### src/rtl/interboard_pkg.sv
// rtl/interboard_pkg.sv - shared message layout, pack/unpack helpers and scheduler FSM states
//
// Purpose: one definition of the 22-bit interboard message. The layout from MSB to LSB is
// {move_dir, block_x[4:0], block_y[2:0], msg_type[3:0], card[5:0], sel_len[2:0]}.
// Ports: none (package).
package interboard_pkg;

  localparam int MSG_W = 22;

  localparam int SEL_LEN_LSB  = 0;
  localparam int SEL_LEN_W    = 3;
  localparam int CARD_LSB     = 3;
  localparam int CARD_W       = 6;
  localparam int MSG_TYPE_LSB = 9;
  localparam int MSG_TYPE_W   = 4;
  localparam int BLOCK_Y_LSB  = 13;
  localparam int BLOCK_Y_W    = 3;
  localparam int BLOCK_X_LSB  = 16;
  localparam int BLOCK_X_W    = 5;
  localparam int MOVE_DIR_LSB = 21;

  typedef struct packed {
    logic                  move_dir;
    logic [BLOCK_X_W-1:0]  block_x;
    logic [BLOCK_Y_W-1:0]  block_y;
    logic [MSG_TYPE_W-1:0] msg_type;
    logic [CARD_W-1:0]     card;
    logic [SEL_LEN_W-1:0]  sel_len;
  } msg_t;

  typedef enum logic [1:0] {
    IDLE      = 2'd0,
    ISSUE     = 2'd1,
    WAIT_BUSY = 2'd2,
    WAIT_DONE = 2'd3
  } state_t;

  function automatic msg_t unpack_msg(input logic [MSG_W-1:0] v);
    msg_t m;
    m.move_dir = v[MOVE_DIR_LSB];
    m.block_x  = v[BLOCK_X_LSB  +: BLOCK_X_W];
    m.block_y  = v[BLOCK_Y_LSB  +: BLOCK_Y_W];
    m.msg_type = v[MSG_TYPE_LSB +: MSG_TYPE_W];
    m.card     = v[CARD_LSB     +: CARD_W];
    m.sel_len  = v[SEL_LEN_LSB  +: SEL_LEN_W];
    return m;
  endfunction

  function automatic logic [MSG_W-1:0] pack_msg(input msg_t m);
    logic [MSG_W-1:0] v;
    v = '0;
    v[MOVE_DIR_LSB]                 = m.move_dir;
    v[BLOCK_X_LSB  +: BLOCK_X_W]    = m.block_x;
    v[BLOCK_Y_LSB  +: BLOCK_Y_W]    = m.block_y;
    v[MSG_TYPE_LSB +: MSG_TYPE_W]   = m.msg_type;
    v[CARD_LSB     +: CARD_W]       = m.card;
    v[SEL_LEN_LSB  +: SEL_LEN_W]    = m.sel_len;
    return v;
  endfunction

endpackage

### src/rtl/interboard_tx_scheduler_msg_fifo.sv
// rtl/interboard_tx_scheduler_msg_fifo.sv - synchronous FIFO holding queued port A messages
//
// Purpose: DEPTH-entry FIFO with wrap-bit pointers and a synchronous flush.
// Ports: clk, rst (async, active high); flush empties the FIFO and beats push/pop;
//        push/din write, pop/dout read (dout shows the head combinationally);
//        full, empty, count describe the occupancy after the last edge.
module msg_fifo #(
  parameter int WIDTH = 22,
  parameter int DEPTH = 4
) (
  input  logic                     clk,
  input  logic                     rst,
  input  logic                     flush,
  input  logic                     push,
  input  logic                     pop,
  input  logic [WIDTH-1:0]         din,
  output logic [WIDTH-1:0]         dout,
  output logic                     full,
  output logic                     empty,
  output logic [$clog2(DEPTH):0]   count
);

  localparam int AW = $clog2(DEPTH);

  logic [WIDTH-1:0] mem [DEPTH];
  logic [AW:0]      wr_ptr;
  logic [AW:0]      rd_ptr;
  logic             do_push;
  logic             do_pop;

  // A push into a full FIFO is still legal when the head leaves in the same cycle.
  assign do_pop  = pop && !empty;
  assign do_push = push && (!full || do_pop);

  assign empty = (wr_ptr == rd_ptr);
  assign full  = (wr_ptr[AW] != rd_ptr[AW]) && (wr_ptr[AW-1:0] == rd_ptr[AW-1:0]);
  assign count = wr_ptr - rd_ptr;
  assign dout  = mem[rd_ptr[AW-1:0]];

  always_ff @(posedge clk or posedge rst) begin
    if (rst) begin
      wr_ptr <= '0;
      rd_ptr <= '0;
    end else if (flush) begin
      wr_ptr <= '0;
      rd_ptr <= '0;
    end else begin
      if (do_push) wr_ptr <= wr_ptr + 1'b1;
      if (do_pop)  rd_ptr <= rd_ptr + 1'b1;
    end
  end

  always_ff @(posedge clk) begin
    if (do_push && !flush) mem[wr_ptr[AW-1:0]] <= din;
  end

endmodule

### src/rtl/interboard_tx_scheduler.sv
// rtl/interboard_tx_scheduler.sv - arbitrates queued and coalesced messages onto the interboard sender
//
// Purpose: port A messages are queued, port B keeps only its latest update; one message at a
// time is issued with a single ctrl_en pulse while this board holds the transmit turn.
// Ports: clk, rst (async, active high); interboard_rst synchronous flush; transmit link turn;
//        a_en/a_msg/a_full queued requester; b_en/b_msg coalesced requester; send_busy from the
//        sender; ctrl_en + ctrl_* issued message; pending occupancy; overflow, timeout_err sticky.
module interboard_tx_scheduler
  import interboard_pkg::*;
#(
  parameter int A_DEPTH      = 4,
  parameter int STARVE_MAX   = 3,
  parameter int BUSY_TIMEOUT = 15
) (
  input  logic             clk,
  input  logic             rst,
  input  logic             interboard_rst,
  input  logic             transmit,
  input  logic             a_en,
  input  logic [MSG_W-1:0] a_msg,
  output logic             a_full,
  input  logic             b_en,
  input  logic [MSG_W-1:0] b_msg,
  input  logic             send_busy,
  output logic             ctrl_en,
  output logic             ctrl_move_dir,
  output logic [4:0]       ctrl_block_x,
  output logic [2:0]       ctrl_block_y,
  output logic [3:0]       ctrl_msg_type,
  output logic [5:0]       ctrl_card,
  output logic [2:0]       ctrl_sel_len,
  output logic [3:0]       pending,
  output logic             overflow,
  output logic             timeout_err
);

  localparam int CW = $clog2(A_DEPTH);
  localparam int SW = $clog2(STARVE_MAX + 1);
  localparam int TW = $clog2(BUSY_TIMEOUT + 1);

  state_t           state;
  state_t           state_next;
  msg_t             ctrl_q;
  logic [MSG_W-1:0] fifo_dout;
  logic [MSG_W-1:0] b_reg;
  logic [CW:0]      fifo_count;
  logic [SW-1:0]    starve_cnt;
  logic [TW-1:0]    wait_cnt;
  logic             fifo_full;
  logic             fifo_empty;
  logic             fifo_push;
  logic             b_pend;
  logic             sel_a;
  logic             sel_b;
  logic             busy_expired;

  msg_fifo #(.WIDTH(MSG_W), .DEPTH(A_DEPTH)) u_fifo (
    .clk   (clk),
    .rst   (rst),
    .flush (interboard_rst),
    .push  (fifo_push),
    .pop   (sel_a),
    .din   (a_msg),
    .dout  (fifo_dout),
    .full  (fifo_full),
    .empty (fifo_empty),
    .count (fifo_count)
  );

  // B jumps the queue when A is empty or after STARVE_MAX A sends in a row while B waited.
  always_comb begin
    sel_a = 1'b0;
    sel_b = 1'b0;
    if (state == IDLE && transmit && !interboard_rst) begin
      if (b_pend && (fifo_empty || starve_cnt == SW'(STARVE_MAX))) sel_b = 1'b1;
      else if (!fifo_empty)                                          sel_a = 1'b1;
    end
  end

  assign fifo_push    = a_en && !interboard_rst && (!fifo_full || sel_a);
  assign busy_expired = (state == WAIT_BUSY) && !send_busy && (wait_cnt == TW'(BUSY_TIMEOUT - 1));

  always_ff @(posedge clk or posedge rst) begin
    if (rst) state <= IDLE;
    else     state <= state_next;
  end

  always_comb begin
    state_next = state;
    case (state)
      IDLE:      if (sel_a || sel_b) state_next = ISSUE;
      ISSUE:     state_next = WAIT_BUSY;
      WAIT_BUSY: if (send_busy)         state_next = WAIT_DONE;
                 else if (busy_expired) state_next = IDLE;
      WAIT_DONE: if (!send_busy) state_next = IDLE;
      default:   state_next = IDLE;
    endcase
    if (interboard_rst) state_next = IDLE;
  end

  always_comb begin
    ctrl_en = (state == ISSUE);
  end

  always_ff @(posedge clk or posedge rst) begin
    if (rst) begin
      ctrl_q      <= '0;
      b_reg       <= '0;
      b_pend      <= 1'b0;
      starve_cnt  <= '0;
      wait_cnt    <= '0;
      overflow    <= 1'b0;
      timeout_err <= 1'b0;
    end else if (interboard_rst) begin
      b_pend      <= 1'b0;
      starve_cnt  <= '0;
      wait_cnt    <= '0;
      overflow    <= 1'b0;
      timeout_err <= 1'b0;
    end else begin
      if (sel_a)      ctrl_q <= unpack_msg(fifo_dout);
      else if (sel_b) ctrl_q <= unpack_msg(b_reg);

      // A fresh update in the dequeue cycle survives: it is newer than what was just issued.
      if (b_en) begin
        b_reg  <= b_msg;
        b_pend <= 1'b1;
      end else if (sel_b) begin
        b_pend <= 1'b0;
      end

      if (sel_b || !b_pend) starve_cnt <= '0;
      else if (sel_a)       starve_cnt <= starve_cnt + 1'b1;

      if (state == ISSUE)          wait_cnt <= '0;
      else if (state == WAIT_BUSY) wait_cnt <= wait_cnt + 1'b1;

      if (a_en && !fifo_push) overflow <= 1'b1;
      if (busy_expired)       timeout_err <= 1'b1;
    end
  end

  assign a_full        = fifo_full;
  assign pending       = 4'(fifo_count) + {3'b000, b_pend};
  assign ctrl_move_dir = ctrl_q.move_dir;
  assign ctrl_block_x  = ctrl_q.block_x;
  assign ctrl_block_y  = ctrl_q.block_y;
  assign ctrl_msg_type = ctrl_q.msg_type;
  assign ctrl_card     = ctrl_q.card;
  assign ctrl_sel_len  = ctrl_q.sel_len;

endmodule

### config.mk
export PLATFORM = sky130hd
export DESIGN_NAME = interboard_tx_scheduler
export DESIGN_NICKNAME = d
export VERILOG_FILES = /design/src/rtl/interboard_pkg.sv /design/src/rtl/interboard_tx_scheduler_msg_fifo.sv /design/src/rtl/interboard_tx_scheduler.sv
export SDC_FILE = /design/constraint.sdc
export NUM_CORES = 1
export LEC_CHECK = 0
export ABC_AREA = 1
export BUFFER_PORTS_ARGS = -buffer_cell sky130_fd_sc_hd__buf_4
export CORE_MARGIN = 2
export CORE_UTILIZATION = 50
export CTS_BUF_LIST = sky130_fd_sc_hd__clkbuf_8
export CTS_CLUSTER_DIAMETER = 40
export DETAILED_ROUTE_END_ITERATION = 7
export PLACE_DENSITY = 0.7
export SETUP_SLACK_MARGIN = 0.5
export SYNTH_ARGS = -nofsm -noshare
export SYNTH_HDL_FRONTEND = slang
export SYNTH_SLANG_ARGS = --single-unit
### constraint.sdc
create_clock -name clk -period 4.5 [get_ports clk]
set_clock_uncertainty 0.05 [all_clocks]
set_input_delay 0.45 -clock clk [delete_from_list [all_inputs] [get_ports clk]]
set_output_delay 0.45 -clock clk [all_outputs]
set_load 0.01 [all_outputs]
==> flow_summary.toml <==
[min_path]
hold_path.startpoint = "a_msg[11]"
worstHoldPathType = "in -> reg"

[routing]
via_count = 4252
avgViaCountPerCell = 5.12
first_pass_iters = 4
ant_nets = 0
drc = 0
initialDrtViolationCount = 344
wirelength_mm = 12.8
wl_per_cell_um = 15.5

[flow_run]
max-cap-violations = 0

[clocking]
htreeDepth = 4
clk_latency_ns = 0.45
postCtsSetupRepairBufs = 0
cts_resized = 0
cts-root-buf = "clkbuf_8"
postCtsHoldBufs = 0
clkSinkCount = 149
cts_tree = "built"
clk_pin_slew_ns = 0.08
cts_made_buffers = 17
clockBufferDepth = 2

[global_route]
grt_usage = 0.202
overflow = 0
antenna_found_initial = 0
grt_start_max_net_pins = 62
grt_pass1_wl_mm = 20.5
grt_pass1_vias = 4153

[die]
rows = 41
start_util = 0.507
die_w_um = 117
coreArea_mm2 = 0.0125
io_pins = 81
dieArea_mm2 = 0.0136
fp.dieH_um = 117

[worst_setup_path]
cp.arrival_ns = 2.67
cp_slowest_cell = "dfrtp_1"
startpoint_type = "flip-flop"
critPathKind = "reg -> out"
crit_buf_inv = 3
cp_top_family = "flip-flops"
critPathRequiredTime_ns = 4.00
r2r-start = "u_fifo.rd_ptr[1]$_DFFE_PP0P_"
cpPeakStageDelay_ns = 0.76
crit_top_cell = "buf_4"
startpoint = "u_fifo.rd_ptr[1]$_DFFE_PP0P_"
crit_chain = "inv_1, buf_4, fa_1, ha_1, xnor2_1, buf_4"
endpoint_kind = "primary output"
cp_max_fo = 24

[synth]
yosysUniqueCellTypes = 34
ys_ff_latch = 149
yosysWarnings = 0
synth.avg_cell_area_um2 = 11.2
synthesis.area_mm2 = 0.00635
postSynthCellCount = 565
ys_seq_area_frac = 0.657
synth_fp_nets = 629

[finish]
multi_input_area_mm2 = 0.00193
fin_cells = 830
fill_cells = 1079
num-nets-final = 709
area_growth_pct = 17.2
drive_above_1_share = 0.240
antenna_cells = 0
final_cell_mix = "nand2_1, edfxtp_1, buf_4"
largest_register_ffs = 88
layout.area.seq_mm2 = 0.00417
final_common_cell = "nand2_1"

[sta]
fmax_mhz = 316
worst_pin_slew_ns = 1.04
finalCritPeriodShare = 0.704
rsz0062_at_grt = "false"
relSlewSlack = 0.305
setup_tns_ns = 0
setup_viol = 0
hold_ws_ns = 0.148
slew_violations = 0
hold_viol = 0
final.min_clock_period_ns = 3.17

[place]
gp_routability_congestion = 0.806
dpl.hpwl_mm = 8.58
port_buffers = 80
placed_cells = 798

[power_and_ir_drop]
power_density_mw_per_mm2 = 451
p_leak_nw = 3.21
ir_drop_v = 0.000248

[status]
status = "finished, final reports clean"
-- worst register-to-register path, stage by stage (launching register included) --
cell and delay (ns):
dfrtp_1 0.76, inv_1 0.14, ha_1 0.32, nand2_1 0.08, inv_1 0.05, nand3_2 0.09
o211ai_4 0.29, nand2_2 0.23, nand2_4 0.10, nor2_2 0.10, buf_4 0.31
-- logic make-up after synthesis --
kind of cell             after synthesis  share of synthesized area
adder cells (fa/ha/maj)               13                     0.0268
AND/OR/NAND/NOR                      243                      0.158
buffers and inverters                 55                     0.0414
XOR/XNOR                               5                    0.00690
flip-flops                           149                      0.657
multiplexers                          22                     0.0390
AO/OA/AOI/OAI                         78                     0.0709
-- report_power, final --
| group | leakage (nW) | internal (W) | total [W] | switching [W] |
|---|---|---|---|---|
| Sequential | 1.57 | 0.00161 | 0.00170 | 0.0000947 |
| Clock | 0.180 | 0.000437 | 0.000938 | 0.000501 |
| Combinational | 1.46 | 0.000311 | 0.000716 | 0.000405 |
-- cell usage after synthesis (all sizes together) --
library cell  count  area, um^2
nand2           155         602
edfxtp           88        2640
nor2             62         257
dfrtp            61        1530
o21ai            46         230
inv              29         114
mux2             22         248
o22ai            22         138
nand3            18         100
buf              16         108
ha               12         150
clkbuf           10        41.3
o31ai             5        37.5
a21oi             4        23.8
nand4             4        25.0
xor2              3        26.3
nor3              2        10.0
xnor2             2        17.5
and2              1        6.26
fa                1        20.0
o211ai            1        21.3
or2               1        6.26
-- final timing paths --
path / end / slack [ns] / cells after the start
setup / recovery: pending[2] / 1.33 / 6
hold / removal: u_fifo.mem[1][11]$_DFFE_PP_ / 0.15 / 1
setup reg to reg: u_fifo.mem[1][0]$_DFFE_PP_ / 1.62 / 10
hold reg to reg: ctrl_sel_len[0]$_DFFE_PP0P_ / 0.43 / 2
max in group asynchronous: state[0]$_DFFE_PP0P_ / 3.74 / 3
min in group asynchronous: b_reg[11]$_DFFE_PP0P_ / 0.16 / 3
-- layer usage --
| layer | part of all wire | global-route usage | vias up |
|---|---|---|---|
| met3 | 0.049 | 0.0498 | 16 |
| met2 | 0.47 | 0.311 | 109 |
| met1 | 0.47 | 0.279 | 2052 |
| li1 | - | - | 2075 |
| met5 | 0 | 0 | - |
| met4 | 0.012 | 0.0745 | 0 |
-- cell type report --
cell class                      instances  area share
Inverter                               29      0.0153
Sequential cell                       149       0.560
Multi-Input combinational cell        361       0.259
Timing Repair Buffer                   87      0.0878
Clock buffer                           17      0.0314
Clock inverter                         15      0.0172
Tap cell                              172      0.0289
-- metrics by stage --
stage           util  power [W]  cell area, um^2  worst slack (ns)
6_report       0.594    0.00336             7440              1.33
3_3_place_gp   0.566    0.00243             7080              1.66
2_1_floorplan      -    0.00215             6350              1.40
3_5_place_dp   0.566    0.00245             7080              1.60
5_1_grt        0.594    0.00355             7440              1.13
4_1_cts        0.594    0.00339             7440              1.29
Note: power is estimated with default switching activity, not from simulation.
